[config.mk]
export PLATFORM = sky130hd
export DESIGN_NAME = button_debouncer
export DESIGN_NICKNAME = d
export VERILOG_FILES = /design/src/rtl/button_debouncer_pkg.sv /design/src/rtl/button_debouncer_debounce_channel.sv /design/src/rtl/button_debouncer.sv
export SDC_FILE = /design/constraint.sdc
export NUM_CORES = 1
export LEC_CHECK = 0
export ABC_AREA = 1
export BUFFER_PORTS_ARGS = -buffer_cell sky130_fd_sc_hd__buf_4
export CAP_MARGIN = 20
export CELL_PAD_IN_SITES_DETAIL_PLACEMENT = 1
export CELL_PAD_IN_SITES_GLOBAL_PLACEMENT = 2
export CORE_MARGIN = 5
export CORE_UTILIZATION = 38
export DETAILED_ROUTE_END_ITERATION = 12
export GPL_TIMING_DRIVEN = 0
export PLACE_DENSITY_LB_ADDON = 0.1
export SYNTH_ARGS = -nofsm -noshare
export SYNTH_HDL_FRONTEND = slang
export SYNTH_HIERARCHICAL = 1
export SYNTH_SLANG_ARGS = --single-unit
[constraint.sdc]
create_clock -name clk -period 1.4 [get_ports clk]
set_input_delay 0 -clock clk [delete_from_list [all_inputs] [get_ports clk]]
set_output_delay 0 -clock clk [all_outputs]
set_load 0.01 [all_outputs]
[src/rtl/button_debouncer_pkg.sv]
// Shared constants for the push-button debouncer: board clock rate and default debounce window.
package button_debouncer_pkg;

    localparam int unsigned CLK_FREQ_HZ             = 100_000_000;
    localparam int unsigned DEBOUNCE_CYCLES_DEFAULT = 1_000_000;

    // Converts a debounce window in milliseconds into clock cycles at CLK_FREQ_HZ.
    function automatic int unsigned ms_to_cycles(input int unsigned ms);
        return (CLK_FREQ_HZ / 1000) * ms;
    endfunction

endpackage

[src/rtl/button_debouncer_debounce_channel.sv]
// One button channel: 2-FF synchroniser, stability counter, debounced level and change strobe.
// A new level is accepted after STABLE_CYCLES consecutive mismatching synchronised samples.
module debounce_channel
    import button_debouncer_pkg::*;
#(
    parameter  int unsigned STABLE_CYCLES = DEBOUNCE_CYCLES_DEFAULT,
    localparam int unsigned CNT_W         = $clog2(STABLE_CYCLES + 1)
) (
    input  logic clk,
    input  logic reset,
    input  logic raw,
    output logic db,
    output logic changed
);

    localparam logic [CNT_W-1:0] CNT_MAX = CNT_W'(STABLE_CYCLES - 1);

    logic             sync1_q, sync2_q;
    logic [CNT_W-1:0] cnt_q, cnt_d;
    logic             db_q, db_d;
    logic             chg_q, chg_d;

    always_ff @(posedge clk or posedge reset) begin
        if (reset) begin
            sync1_q <= 1'b0;
            sync2_q <= 1'b0;
            cnt_q   <= '0;
            db_q    <= 1'b0;
            chg_q   <= 1'b0;
        end else begin
            sync1_q <= raw;
            sync2_q <= sync1_q;
            cnt_q   <= cnt_d;
            db_q    <= db_d;
            chg_q   <= chg_d;
        end
    end

    // Any return to the accepted level restarts the count; counting never accumulates.
    always_comb begin
        cnt_d = cnt_q;
        db_d  = db_q;
        chg_d = 1'b0;
        if (sync2_q != db_q) begin
            if (cnt_q == CNT_MAX) begin
                db_d  = sync2_q;
                cnt_d = '0;
                chg_d = 1'b1;
            end else begin
                cnt_d = cnt_q + CNT_W'(1);
            end
        end else begin
            cnt_d = '0;
        end
    end

    assign db      = db_q;
    assign changed = chg_q;

endmodule

[src/rtl/button_debouncer.sv]
// Multi-channel button synchroniser/debouncer; WIDTH independent debounce_channel instances.
module button_debouncer
    import button_debouncer_pkg::*;
#(
    parameter int unsigned WIDTH         = 4,
    parameter int unsigned STABLE_CYCLES = DEBOUNCE_CYCLES_DEFAULT
) (
    input  logic             clk,
    input  logic             reset,
    input  logic [WIDTH-1:0] btn_raw,
    output logic [WIDTH-1:0] btn_db,
    output logic [WIDTH-1:0] btn_changed
);

    for (genvar i = 0; i < WIDTH; i++) begin : g_chan
        debounce_channel #(
            .STABLE_CYCLES(STABLE_CYCLES)
        ) u_chan (
            .clk    (clk),
            .reset  (reset),
            .raw    (btn_raw[i]),
            .db     (btn_db[i]),
            .changed(btn_changed[i])
        );
    end

endmodule

==> impl_metrics.yaml <==
place:
  place_congestion: 0.774
  dp_hpwl_um: 9210
  io_buffers: 13
  dpl_worst_slack_ps: -152
  post-place-cells: 821
setup_path:
  worstSetupEndpointType: "register"
  timing.rr.start: "g_chan[3].u_chan/cnt_q[1]"
  crit_chain: "ha_4 -> nand2_4 -> nor2_4 -> nand2_4 -> nor2_4 -> nor3b_2 -> nor2_1"
  startpoint_type: "register"
  cp.arrival_ps: 1610
  critical_path.max_fanout: 4
  slowest_delay_ps: 400
  required_ps: 1640
  criticalPathCategory: "register to register"
  cp-startpoint: "g_chan[3].u_chan/cnt_q[1]"
  worst_path_max_delay_cell: "dfrtp_1"
grt:
  grt_max_degree: 25
  grt_pass1_vias: 4475
  grt_pass1_wl_um: 21800
  grt_use_total: 0.166
  grt.overflow.total: 0
  antenna_found_initial: 0
clock_tree:
  cts_num_sinks: 96
  clk_latency_ps: 350
  cts_buffer_depth: 2
  clk_pin_slew_worst_paths_ps: 70
  cts_made_buffers: 9
  cts_root_buf: "clkbuf_16"
  cts_tree: "built"
  htree_levels: 3
sta:
  worst_pin_slew_ps: 491
  slew_headroom: 0.672
  fin_crit_ps: 1370
  max_freq_ghz: 0.731
  skew_ps: 9.01
  hold_viol_final: 0
  setup_viol: 0
  finalHoldWorstSlack_ps: 133
  final-max-slew-violation-count: 0
  setup_slack_ps: 32.7
  rsz0062_at_grt: "yes"
  fin_crit_sh: 0.977
drt:
  final_antenna_net_count: 0
  dr.pass1.iters: 4
  wl_um: 13100
  drc: 0
  drt_iter0_drc: 133
  wl_per_cell_um: 14.9
  viasPerCell: 4.86
  vias: 4259
power_and_ir_drop:
  finalPower_w: 0.00550
  leakagePower_nw: 2.70
  ir_drop_mv: 0.544
  cellPowerDensity_mw_per_mm2: 843
job:
  timing.max_cap.violations: 0
floorplan:
  start_util: 0.392
  die_area_mm2: 0.0162
  fp-row-count: 42
  core_mm2: 0.0133
  io_pins: 14
  die_w_um: 127
  fp.dieH_um: 127
synthesis:
  avgSynthCellArea_um2: 8.28
  synth_nets: 642
  ys_seq_area_frac: 0.459
  syn_area_mm2: 0.00523
  yosysTopAreaCell: "dfrtp_1"
  synth_cell_types: 23
  ys_ff_latch: 96
  synth_area_leaders: "dfrtp_1 (46%), nor2_1 (9.8%), nand2_1 (7.2%), nor2_2 (4.8%), xor2_1 (4.7%)"
  synthCells: 632
  synth_top_area_frac: 0.459
  yosysWarningCount: 6
cells_and_area:
  nNetsFinal: 706
  stdcell_count: 877
  syn2layout_area_growth_pct: 24.7
  nFillCells: 1577
  fin_util: 0.489
  n_antenna_cell: 0
  layout-drive-gt1-share: 0.285
worst_hold_path:
  hold_path_class: "input pin to async pin"
run_status:
  outcome: "complete, no violations"
Yosys cell counts, drive strengths merged:
master	number
nor2	188
nand2	120
dfrtp	96
inv	64
nand3	48
xor2	28
nand4	16
o21ai	16
a21oi	12
nor3	12
xnor2	12
nor3b	8
clkbuf	4
ha	4
nand3b	4
routing by layer:
layer	GRT usage	vias up	routed length, um
met5	0	-	0
met1	0.218	2104	6180
met4	0.0726	0	232
met2	0.275	20	6520
met3	0.0238	11	161
li1	-	2124	-
layout make-up:
cell class | instances | area (um2) | share of cell area
multi-input cells | 468 | 2860 | 0.438
flip-flops and latches | 96 | 2420 | 0.371
repair buffers | 53 | 493 | 0.0756
clock buffers | 11 | 243 | 0.0372
inverters | 64 | 240 | 0.0368
well taps | 176 | 220 | 0.0338
clock inverters | 5 | 31.3 | 0.00479
plain buffers | 4 | 18.8 | 0.00288
path summary, 6_finish.rpt:
| kind | to | slack, ps | cells after the start |
|---|---|---|---|
| setup / recovery | g_chan[3].u_chan/cnt_q[16] | 30 | 7 |
| hold / removal | g_chan[0].u_chan/cnt_q[0] | 130 | 3 |
| setup reg to reg | g_chan[3].u_chan/cnt_q[16] | 30 | 7 |
| hold reg to reg | g_chan[3].u_chan/sync2_q | 350 | 0 |
| max in group asynchronous | g_chan[1].u_chan/cnt_q[8] | 650 | 4 |
| min in group clk | g_chan[2].u_chan/sync1_q | 300 | 2 |
registers in the layout, indices dropped and copies added, names as in the netlist:
| signal | cells |
|---|---|
| g_chan.u_chan/changed | 4 |
| g_chan.u_chan/db | 4 |
| g_chan.u_chan/sync1_q | 4 |
| g_chan.u_chan/sync2_q | 4 |
| g_chan.u_chan/cnt_q | 80 |
critical path: cells and delay by family (launching register included):
family	cells	cell delay, ps
flip-flops	1	400
adder cells (fa/ha/maj)	1	190
AND/OR/NAND/NOR	6	660
power breakdown:
part	leakage (nW)	internal, W	switching (W)
Combinational	1.27	0.000124	0.000182
Clock	0.136	0.00125	0.00109
Sequential	1.29	0.00281	0.0000399
Total	2.70	0.00419	0.00131
cells by family (layout without fill, tap and decap cells):
group | Yosys count | count (layout) | synth area share
AO/OA/AOI/OAI | 28 | 28 | 0.0297
XOR/XNOR | 40 | 40 | 0.0670
adder cells (fa/ha/maj) | 4 | 4 | 0.00957
buffers and inverters | 68 | 137 | 0.0488
flip-flops | 96 | 96 | 0.459
AND/OR/NAND/NOR | 396 | 396 | 0.386
stage by stage:
stage / TNS, ps / instance area [um2]
after floorplan: 0 / 5230
after global placement: -3360 / 5550
after detailed placement: -4370 / 5550
after CTS: -45.8 / 6100
after global routing: -533 / 6520
final: 0 / 6520
cell usage in the layout (no fill, tap or decap), types with 5 or more instances in the layout:
cell type | synthesis | final
a21oi_1 | 12 | 12
buf_4 | 0 | 40
clkbuf_16 | 0 | 9
dfrtp_1 | 96 | 84
dfrtp_2 | 0 | 12
dlygate4sd3_1 | 0 | 5
inv_1 | 64 | 61
nand2_1 | 100 | 94
nand2_2 | 12 | 14
nand2_4 | 8 | 8
nand3_1 | 40 | 33
nand3_2 | 4 | 8
nand3_4 | 4 | 7
nand4_1 | 16 | 16
nor2_1 | 136 | 128
nor2_2 | 40 | 36
nor2_4 | 12 | 24
nor3_1 | 12 | 6
nor3_2 | 0 | 6
o21ai_1 | 12 | 12
xnor2_1 | 12 | 12
xor2_1 | 28 | 28
timing repair:
item	4_1_cts	5_1_grt
pin swaps	18	30
resized for setup	28	55
endpoints found under the setup margin	52	78
cloned	0	0
endpoints found under the hold margin	100	0
buffers inserted	12	19
hold buffers	5	0
Note: power is estimated with default switching activity, not from simulation.
